File: src/rtl/discrete_filter_scheduler.sv
// Time-multiplexed chain of first-order RC filter stages (LP / HP / bypass)
// sharing a single multiplier. One input sample per audio_clk_en is walked
// through all stages; every stage costs a MUL and an ACC cycle, then a DONE
// cycle publishes the result on out with a one-cycle out_valid pulse.
module discrete_filter_scheduler #(
  parameter int NUM_STAGES   = 4,
  parameter int SIGNAL_WIDTH = 16,
  parameter int COEF_WIDTH   = 16
) (
  input  logic                                              clk,
  input  logic                                              I_RST,
  input  logic                                              audio_clk_en,
  input  logic [SIGNAL_WIDTH-1:0]                           in,
  input  logic                                              cfg_we,
  input  logic [((NUM_STAGES > 1) ? $clog2(NUM_STAGES) : 1)-1:0] cfg_addr,
  input  logic [COEF_WIDTH-1:0]                             cfg_coef,
  input  logic [1:0]                                        cfg_mode,
  output logic [SIGNAL_WIDTH-1:0]                           out,
  output logic                                              out_valid,
  output logic                                              busy,
  output logic                                              overrun
);

  localparam int ADDR_W = (NUM_STAGES > 1) ? $clog2(NUM_STAGES) : 1;
  localparam int DIFF_W = SIGNAL_WIDTH + 1;
  localparam int PROD_W = DIFF_W + COEF_WIDTH + 1;
  localparam int SUM_W  = PROD_W + 1;

  localparam logic [ADDR_W-1:0] LAST_K    = ADDR_W'(NUM_STAGES - 1);
  localparam logic [ADDR_W:0]   STAGE_CNT = (ADDR_W + 1)'(NUM_STAGES);

  localparam logic [1:0] MODE_LP  = 2'd0;
  localparam logic [1:0] MODE_HP  = 2'd1;
  localparam logic [1:0] MODE_BYP = 2'd2;

  localparam logic signed [SUM_W-1:0] SAT_MAX = SUM_W'(2 ** (SIGNAL_WIDTH - 1) - 1);
  localparam logic signed [SUM_W-1:0] SAT_MIN = ~SAT_MAX;

  typedef enum logic [1:0] {
    IDLE = 2'd0,
    MUL  = 2'd1,
    ACC  = 2'd2,
    DONE = 2'd3
  } state_t;

  // Clamp a wide intermediate into the signed sample range.
  function automatic logic signed [SIGNAL_WIDTH-1:0] sat_sig(
    input logic signed [SUM_W-1:0] v
  );
    if (v > SAT_MAX) begin
      sat_sig = SAT_MAX[SIGNAL_WIDTH-1:0];
    end else if (v < SAT_MIN) begin
      sat_sig = SAT_MIN[SIGNAL_WIDTH-1:0];
    end else begin
      sat_sig = v[SIGNAL_WIDTH-1:0];
    end
  endfunction

  state_t                         state;
  logic [ADDR_W-1:0]              k_p0;
  logic signed [SIGNAL_WIDTH-1:0] x_p0;
  logic signed [PROD_W-1:0]       prod_p1;

  logic signed [SIGNAL_WIDTH-1:0] y_p0     [NUM_STAGES];
  logic [COEF_WIDTH-1:0]          coef_live[NUM_STAGES];
  logic [1:0]                     mode_live[NUM_STAGES];
  logic [COEF_WIDTH-1:0]          coef_sh  [NUM_STAGES];
  logic [1:0]                     mode_sh  [NUM_STAGES];

  logic signed [SIGNAL_WIDTH-1:0] y_cur;
  logic [COEF_WIDTH-1:0]          coef_cur;
  logic [1:0]                     mode_cur;
  logic signed [DIFF_W-1:0]       diff;
  logic signed [PROD_W-1:0]       prod_nxt;
  logic signed [SUM_W-1:0]        acc;
  logic signed [SIGNAL_WIDTH-1:0] yn;
  logic signed [SIGNAL_WIDTH-1:0] hp_out;
  logic signed [SIGNAL_WIDTH-1:0] stage_out;

  // Shared datapath for the stage selected by k: difference, product, update.
  always_comb begin
    y_cur     = y_p0[k_p0];
    coef_cur  = coef_sh[k_p0];
    mode_cur  = mode_sh[k_p0];
    // p0 -> p1: difference feeding the shared multiplier
    diff      = DIFF_W'(x_p0) - DIFF_W'(y_cur);
    prod_nxt  = diff * $signed({1'b0, coef_cur});
    // p1 -> state: scale by alpha (floor), accumulate, saturate
    acc       = SUM_W'(y_cur) + SUM_W'(prod_p1 >>> COEF_WIDTH);
    yn        = sat_sig(acc);
    hp_out    = sat_sig(SUM_W'(x_p0) - SUM_W'(yn));
    case (mode_cur)
      MODE_LP: stage_out = yn;
      MODE_HP: stage_out = hp_out;
      default: stage_out = x_p0;
    endcase
  end

  // Live configuration registers, writable at any cycle for valid stage indices.
  always_ff @(posedge clk) begin
    if (I_RST) begin
      for (int i = 0; i < NUM_STAGES; i++) begin
        coef_live[i] <= '0;
        mode_live[i] <= MODE_BYP;
      end
    end else if (cfg_we && ({1'b0, cfg_addr} < STAGE_CNT)) begin
      coef_live[cfg_addr] <= cfg_coef;
      mode_live[cfg_addr] <= cfg_mode;
    end
  end

  // Sequencer: accept a sample, walk MUL/ACC per stage, publish in DONE.
  // out/out_valid are loaded on the edge into DONE so the pulse spans DONE.
  always_ff @(posedge clk) begin
    if (I_RST) begin
      state     <= IDLE;
      k_p0      <= '0;
      x_p0      <= '0;
      prod_p1   <= '0;
      out       <= '0;
      out_valid <= 1'b0;
      busy      <= 1'b0;
      overrun   <= 1'b0;
      for (int i = 0; i < NUM_STAGES; i++) begin
        y_p0[i]    <= '0;
        coef_sh[i] <= '0;
        mode_sh[i] <= MODE_BYP;
      end
    end else begin
      out_valid <= 1'b0;
      if (audio_clk_en && (state != IDLE)) begin
        overrun <= 1'b1;
      end
      case (state)
        IDLE: begin
          if (audio_clk_en) begin
            x_p0    <= $signed(in);
            coef_sh <= coef_live;
            mode_sh <= mode_live;
            k_p0    <= '0;
            busy    <= 1'b1;
            state   <= MUL;
          end
        end
        MUL: begin
          prod_p1 <= prod_nxt;
          state   <= ACC;
        end
        ACC: begin
          if (!mode_cur[1]) begin
            y_p0[k_p0] <= yn;
          end
          x_p0 <= stage_out;
          if (k_p0 == LAST_K) begin
            out       <= stage_out;
            out_valid <= 1'b1;
            state     <= DONE;
          end else begin
            k_p0  <= k_p0 + 1'b1;
            state <= MUL;
          end
        end
        DONE: begin
          busy  <= 1'b0;
          state <= IDLE;
        end
        default: state <= IDLE;
      endcase
    end
  end

endmodule
File: config.mk
export PLATFORM = sky130hd
export DESIGN_NAME = discrete_filter_scheduler
export DESIGN_NICKNAME = d
export VERILOG_FILES = /design/src/rtl/discrete_filter_scheduler.sv
export SDC_FILE = /design/constraint.sdc
export NUM_CORES = 1
export LEC_CHECK = 0
export ABC_AREA = 1
export CAP_MARGIN = 0
export CORE_ASPECT_RATIO = 1.1
export CORE_MARGIN = 2
export CORE_UTILIZATION = 42
export DETAILED_ROUTE_END_ITERATION = 6
export PLACE_DENSITY_LB_ADDON = 0.08
export SLEW_MARGIN = 40
export SYNTH_ARGS = -nofsm -noshare
export SYNTH_HDL_FRONTEND = slang
export SYNTH_SLANG_ARGS = --single-unit
File: constraint.sdc
create_clock -name clk -period 12.9 [get_ports clk]
set_input_delay 3.87 -clock clk [delete_from_list [all_inputs] [get_ports clk]]
set_output_delay 3.87 -clock clk [all_outputs]
set_load 0.03 [all_outputs]
# Word-level counts from Yosys, hierarchy flattened
# Memories as Yosys holds them, arrays and structs flattened. A register that Yosys moved wholly into a read port is not among the register bits.
# Index checks and enable logic that the tools add are counted.
dict set report op_classes {
  addsub 4
  n_mul 1
  n_lt_le_gt_ge 7
  n_eq_ne 7
  n_mux 39
  bitwise_logic 3
  n_reduce_logical 14
}
# operator n
set ops {}
lappend ops {{$mux 16} 9}
lappend ops {{$bwmux 64} 1}
lappend ops {{$pmux 16 s2} 2}
lappend ops {{$mul 17x17->34} 1}
lappend ops {{$sub 16x16->17} 2}
lappend ops {{$bmux 16 s2} 1}
lappend ops {{$demux 16 s2} 1}
lappend ops {{$mux 2} 10}
lappend ops {{$add 16x18->19} 1}
lappend ops {{$gt 19x16->1 const B} 1}
lappend ops {{$lt 19x16->1 const B} 1}
lappend ops {{$gt 17x16->1 const B} 1}
lappend ops {{$lt 17x16->1 const B} 1}
lappend ops {{$reduce_or 16->1} 1}
lappend ops {{$mux 1} 9}
lappend ops {{$bwmux 8} 1}
lappend ops {{$pmux 2 s4} 1}
lappend ops {{$reduce_and 2->1} 4}
lappend ops {{$eq 2x2->1 const B} 3}
lappend ops {{$ge 3x3->1 const B} 2}
lappend ops {{$not 2->3} 2}
lappend ops {{$reduce_bool 2->1} 3}
lappend ops {{$bmux 2 s2} 1}
lappend ops {{$demux 2 s2} 1}
lappend ops {{other kinds (11)} 15}
dict set report totals {
  reg_bits 217
  ramBits 64
  input_bits 40
  n_memories 1
}
# name depth width rd rd_ports_with_merged_regs wr line
set mem_list {}
lappend mem_list {y_p0 4 16 1 1 4 64} ;# logic signed [SIGNAL_WIDTH-1:0] y_p0 [NUM_STAGES];

# Depth between registers and ports, before layout
# Gate-level depths: netlist (run 1).
dict set report logic_depth {
  word_depth 10
  ltp_mapped 54
}

# Worst setup path after synthesis (run 1)
# OpenSTA, ideal clock, no wires.
dict set report synth_timing {
  kind {reg2reg}
  from {register with a tool-made name}
  to {register prod_p1[25]}
  setup_time_ns 0.116
  arrival_ns 8.643
  required_ns 12.784
  setup_slack_ns 4.141
  stages_incl_launch_ff 51
  path_buffers 2
  synth_period_minus_slack_ns 8.759
  cell_sequence {dfxtp_1 > clkbuf_1 > clkbuf_1 > o21ai_0 > o22ai_1 > ha_1 > inv_1 > fa_1 > nand3_1 > nand2_1 > nand2_1 > nand2_1 > a21oi_1 > or2_1 > nand2_1 > a21oi_1 > inv_1 > nand2_1 > (+15 left out) > inv_1 > fa_1 > inv_1 > fa_1 > inv_1 > fa_1 > ha_1 > nand4_1 > o41ai_1 > nand3_1 > nand2_1 > a21oi_1 > o21ai_0 > nand2_1 > nand3_1 > nand3_1 > o211ai_1 > inv_1}
}
# item line
set synth_rtl {}
lappend synth_rtl {{to (signal assigned)} 146} ;# prod_p1 <= prod_nxt;
lappend synth_rtl {{to (decl)} 62} ;# logic signed [PROD_W-1:0] prod_p1;

==> impl_results.md, run 1 <==
- Total vias in the final route: about 20000
- Dpl ws: 2.92 ns
- Seq cells post-synth: approximately 270
- Total Routing Usage GR: 0.248
- Outcome: finished clean
- CP required: 13.36 ns
- PwrDens: roughly 290 nW/um^2
- Synth cell types: 54
- CTS Hold Bufs: 0
- Top-level port count: 59
- Worst-path fanout max: 33
- Final setup vio count: 0
- Met2 Wirelength: 34.6 mm
- Tcrit/Tclk final: 0.779
- CTS tree: yes
- Die Wd: 230 um
- Htree depth: 1
- Number of port buffers: between 50 and 60
- Final WS setup: 2.85 ns
- Area Growth Syn to Fin: 9.08%
- Final number of max-transition violations: 0
- Initial DRC count: 1208
- Worst vdd ir: about 270 uV
- Worst hold path class: register to register
- Rows: 91
- Largest net degree at the start of global routing: 92
- Fraction of layout cells with a size suffix above 1: 0.0542
- Post-layout min period: 10.05 ns
- Post-CTS sizing: 0
- Detailed Route WL: 70.8 mm
- RePlAce Congestion: 0.894
- Clk Latency, worst-skew pair: ~0.57 ns
- GRT overflow: 0
- Worst path most repeated cell: nand2_1
- M1 WL: between 30 and 40 mm
- Async S/R FF share, synth: 0
- Least-Margin Pin Slew: roughly 0.83 ns
- Met3 wire len: 3.11 mm
- Die Area: 58200 um^2
- Fmax: 0.0995 GHz
- Post-synthesis cell area: roughly 24000 um^2
- Num CTS Buffers: 29
- Drt wl/cell: 18.6 um
- Total core area: 55900 um^2
- Syn Inst Count: just over 3000
- ANT cells: 0
- First-pass GRT wire length: 113 mm
- HP Start: mode_live[1]$_SDFFE_PP1P_
- Post-CTS Repair Setup Buffers: 0
- Clock skew: 0.0347 ns
- Setup crit end kind: register
- Syn avg cell area: just under 8 um^2
- Initial antenna violation count: 0
- Setup Crit Path Kind: register to register
- Max_slew headroom: 0.447
- Syn_nets: 3488
- # DRC: 0
- Fin nets: about 3500
- Top sig layer: met4
- Post-synthesis sequential area ratio: 0.253
- EDFF count, synth: 64
- Vias per inst: 5.15
- Top FF cell, synth: dfxtp_1
- Max-Cap Viols: 0
- Hold Vio Cnt, Final: 0
- Slowest CP cell: o41ai_1
- FILL cells: 5693
- Critical path arrival: 10.51 ns
- Drt pass-1 iters: 6
- Die Y: 253 um
- Clk slew on worst S/H paths: ~0.06 ns
- Setup TNS: 0 ns
- CP Launch Type: register
- Post-DP HPWL: between 50 and 60 mm
- Initial core utilization: 0.423
- Unrepaired setup endpoints after global routing: false
- Static leakage: 12.0 nW
- Root buf cell: clkbuf_16
- Antenna Nets Post-Route: 0
- Max incr delay on CP: about 0.63 ns
- Yosys warning count: 0
- Vias in the first global route: 20373
- Sink Count: 267
- Clock tree buffer depth: 3
report_power, final:
group	internal, mW	leakage, nW	switching [mW]
registers	0.927	2.33	0.0533
logic	1.99	9.28	3.65
clock network	0.429	0.408	0.332
registers in the layout, indices dropped and copies added, names as in the netlist, named ones only:
register,cells
mode_sh,8
overrun,1
coef_live,64
x_p0,16
out,16
y_p0,64
busy,1
out_valid,1
prod_p1,18
state,2
coef_sh,64
k_p0,2
mode_live,8
critical path, delay by kind of cell (launching register included):
kind	cells	cell delay [ns]
simple gates	19	1.94
flops	1	0.29
compound gates	10	2.23
fa+ha+maj	9	3.96
buf+inv	12	1.49
per-stage QoR:
step	hold slack, ns	util	cells	total power, mW	cell area [um^2]
floorplan	0.429	-	3035	5.03	23700
global placement	0.442	0.446	3754	6.58	24900
detailed placement	0.446	0.446	3754	6.65	24900
CTS	0.446	0.461	3804	7.44	25800
global route	0.467	0.462	3804	8.17	25800
finish	0.442	0.462	3804	7.38	25800
cell usage after synthesis, types with 3 or more instances:
library cell  count  share of area
buf_2             4        0.00085
clkinv_1         17         0.0027
a32o_1            3         0.0013
nor4_1            6         0.0016
nand3_2          13         0.0055
xnor2_1          16         0.0059
ha_1            134          0.071
o211ai_1         13         0.0041
nor3_1            8         0.0017
nor2_1          502          0.080
edfxtp_1         64          0.081
nand2_2          30         0.0079
buf_4             3        0.00095
nand2_1         528          0.084
nand4_1           7         0.0019
dfxtp_1         203           0.17
a32oi_1          23         0.0085
clkbuf_1         91          0.014
fa_1            279           0.24
xor2_1           29          0.011
a21o_1            4         0.0013
inv_2             9         0.0014
buf_1             7         0.0011
o21ai_0         197          0.042
a21oi_2           5         0.0019
o21bai_1          8         0.0025
nand3_1          92          0.019
nand2_4           8         0.0038
inv_1           508          0.081
or2_1             3        0.00079
a21oi_1         156          0.033
o41ai_1           3         0.0011
o22ai_1           4         0.0011
o221ai_1          6         0.0022
o21a_1            3        0.00095
o21ai_1           3        0.00063
or2_2            23         0.0061
final cells by class:
class                           instances  area [um^2]  area share
Multi-Input combinational cell       2127        15300       0.592
Sequential cell                       267         5990       0.232
Inverter                              535         2020      0.0781
Tap cell                              744          931      0.0361
Clock buffer                           42          805      0.0312
Timing Repair Buffer                   81          753      0.0292
Clock inverter                          8         43.8     0.00170
layer usage:
metal | global-route usage | vias to the layer above
li1 | - | 9433
met1 | 0.314 | 9533
met2 | 0.440 | 511
met3 | 0.0226 | 127
met4 | 0.0931 | 0
met5 | 0 | -
cells in the final DEF (no fill, tap or decap), types with 3 or more instances in the layout:
cell / count
a21o_1: 4
a21oi_1: 156
a21oi_2: 5
a32oi_1: 23
buf_4: 23
clkbuf_1: 10
clkbuf_16: 29
clkbuf_8: 3
clkdlybuf4s50_1: 58
clkinv_1: 20
dfxtp_1: 203
edfxtp_1: 64
fa_1: 279
ha_1: 134
inv_1: 505
inv_2: 13
inv_6: 3
nand2_1: 526
nand2_2: 32
nand2_4: 8
nand3_1: 92
nand3_2: 13
nand4_1: 7
nor2_1: 500
nor2_2: 4
nor3_1: 8
nor4_1: 6
o211ai_1: 13
o21a_1: 3
o21ai_0: 195
o21ai_1: 5
o21bai_1: 8
o221ai_1: 6
o22ai_1: 4
o41ai_1: 3
or2_1: 3
or2_2: 23
xnor2_1: 15
xor2_1: 29
path summary, 6_finish.rpt:
kind	slack, ns	end	cells past startpoint
setup / recovery	2.85	prod_p1[25]$_SDFFE_PP0N_	50
hold reg to reg	0.44	mode_sh[1]$_SDFFE_PP1P_	2
setup reg to reg	2.85	prod_p1[25]$_SDFFE_PP0N_	50
hold / removal	0.44	mode_sh[1]$_SDFFE_PP1P_	2
logic make-up after synthesis:
logic type | share of synthesized area
compound gates | 0.104
xor+xnor | 0.0167
fa+ha+maj | 0.307
buf+inv | 0.103
flops | 0.253
simple gates | 0.217
No activity file was read; power rests on OpenSTA's default activity.
==> run 2, diff against run 1 <==
==> constraint.sdc (replaced) <==
create_clock -name clk -period 9.05 [get_ports clk]
set_input_delay 2.715 -clock clk [delete_from_list [all_inputs] [get_ports clk]]
set_output_delay 2.715 -clock clk [all_outputs]
set_load 0.03 [all_outputs]
==> run 2 against run 1 <==
  * Die area unchanged
  * Critical path depth decreased by 4
  * Global-route usage increased by 0.32 points
  * Non-clock buffer count increased by 61
  * Design area increased by 3.2%
  * Via count increased by 1.0%
  * Routed wire length increased by 2.0%
  * Sequential share of layout area decreased by 0.71 points
  * Worst setup slack got worse by 2.3 ns
  * Clock-buffer cell count decreased by 3
  * Critical endpoint is now prod_p1[32]$_SDFFE_PP0N_
==> impl_results.md, run 2 (same netlist as run 1, synthesis figures left out) <==
- Least-Margin Pin Slew: approximately 0.82 ns
- Max-Cap Viols: 0
- Outcome: finished clean
- CTS Hold Bufs: 0
- Multi-input logic area: 15500 um^2
- FILL cells: 5635
- Clock tree buffer depth: 3
- Final number of max-transition violations: 0
- Clk slew on worst S/H paths: 0.06 ns
- Final setup vio count: 0
- Setup crit end kind: register
- Inst Count DP: between 3000 and 4000
- CP bufs+invs: 8
- Critical Path Sink: prod_p1[32]$_SDFFE_PP0N_
- RePlAce Congestion: 0.926
- Drt wl/cell: ~19 um
- Post-DP HPWL: 56.3 mm
- CP required: ~9.5 ns
- Worst hold path class: register to register
- Placed inst area: 25400 um^2
- Leading registers by flop count: coef_live (64), coef_sh (64), y_p0 (64)
- FF+latch area: 5990 um^2
- Number of port buffers: 58
- ANT cells: 0
- GRT overflow: 0
- Commonest non-fill, non-tap cell in the layout: nand2_1
- Initial DRC count: 1289
- Fraction of layout cells with a size suffix above 1: 0.0903
- Max incr delay on CP: 0.54 ns
- Num CTS Buffers: 29
- Top-level port count: ~60
- CP Launch Type: register
- Total core area: 55900 um^2
- Worst-path fanout max: 19
- Die Wd: 230 um
- Most frequent cells in the layout: 522 x nand2_1, 505 x inv_1, 496 x nor2_1, 278 x fa_1, 202 x dfxtp_1
- Worst path most repeated cell: nand2_1
- Root buf cell: clkbuf_16
- R2R cell count: 46
- Vias in the first global route: slightly above 20000
- Htree depth: 1
- Area Growth Syn to Fin: 12.6%
- Antenna Nets Post-Route: 0
- Max_slew headroom: 0.449
- Detailed Route WL: a little over 70 mm
- Largest net degree at the start of global routing: 133
- Critical path's top delay family: adder cells
- Fmax: 0.117 GHz
- Hold Vio Cnt, Final: 0
- Post-layout min period: 8.53 ns
- Clock skew: around 0.014 ns
- R2R Path End: prod_p1[32]$_SDFFE_PP0N_
- CTS tree: yes
- Setup Crit Path Kind: register to register
- Drt pass-1 iters: 7
- First-pass GRT wire length: around 110 mm
- Die Area: 58200 um^2
- Vias per inst: 5.12
- Slowest CP cell: fa_1
- Die Y: 253 um
- Final Cell Area: around 27000 um^2
- Clk Latency, worst-skew pair: 0.58 ns
- Tcrit/Tclk final: 0.942
- Initial core utilization: 0.423
- Critical path arrival: 9.00 ns
- Crit path depth: 46
- Total vias in the final route: a little under 20000
- Fin nets: about 3600
- Sink Count: 267
- # DRC: 0
- Rows: 91
- R2R Setup Slk: approximately 0.52 ns
- Initial antenna violation count: 2
- Unrepaired setup endpoints after global routing: true
- Total Routing Usage GR: 0.252
- Number of non-filler instances in the completed layout: 3866
run 2: worst reg2reg max path, delay by kind of cell (launching register included):
kind | cells | cell delay (ns)
AO/OA/AOI/OAI | 13 | 1.98
buffers and inverters | 8 | 0.74
adder cells (fa/ha/maj) | 9 | 3.96
AND/OR/NAND/NOR | 16 | 1.31
flip-flops | 1 | 0.38
run 2: what timing repair did:
item,4_1_cts,5_1_grt
setup endpoints to repair,3,18
gates resized for setup,3,59
gates cloned,0,0
buffers inserted,0,12
pin swaps,0,16
run 2: final cells by class:
cell class	instances	area share
clock buffer	39	0.0302
inverter	535	0.0759
multi-input combinational	2127	0.582
sequential	267	0.225
clock inverter	12	0.00503
timing repair buffer	142	0.0470
tap	744	0.0350
run 2: routing by layer:
layer	vias to the layer above	GRT usage	share of wire
met5	-	0	0.00018
li1	9550	-	-
met1	9638	0.326	0.44
met4	2	0.0715	0.030
met2	507	0.449	0.49
met3	103	0.0205	0.043
run 2: worst min path at each step:
stage                     slack (ns)                        from  cells past startpoint                        end
after floorplan                 0.43   mode_live[1]$_SDFFE_PP1P_                      2  mode_live[1]$_SDFFE_PP1P_
after global placement          0.44   coef_live[6]$_SDFFE_PP0P_                      2    coef_sh[6]$_SDFFE_PP0P_
after detailed placement        0.44   mode_live[3]$_SDFFE_PP1P_                      2  mode_live[3]$_SDFFE_PP1P_
after CTS                       0.46  coef_live[11]$_SDFFE_PP0P_                      2   coef_sh[11]$_SDFFE_PP0P_
after global routing            0.48    coef_sh[29]$_SDFFE_PP0P_                      2   coef_sh[29]$_SDFFE_PP0P_
final                           0.45  coef_live[14]$_SDFFE_PP0P_                      2   coef_sh[14]$_SDFFE_PP0P_
run 2: through the flow:
| stage | TNS (ns) | utilization | setup WS, ns | hold slack, ns |
|---|---|---|---|---|
| after floorplan | 0 | - | 0.291 | 0.429 |
| after global placement | 0 | 0.453 | 0.170 | 0.439 |
| after detailed placement | 0 | 0.454 | 0.00161 | 0.445 |
| after CTS | 0 | 0.471 | 0.0662 | 0.456 |
| after global routing | -0.0909 | 0.476 | -0.0385 | 0.477 |
| final | 0 | 0.476 | 0.524 | 0.455 |
Power of run 2 is not shown: default switching activity piles up to over one toggle a cycle in this logic, so the estimate is an artifact.
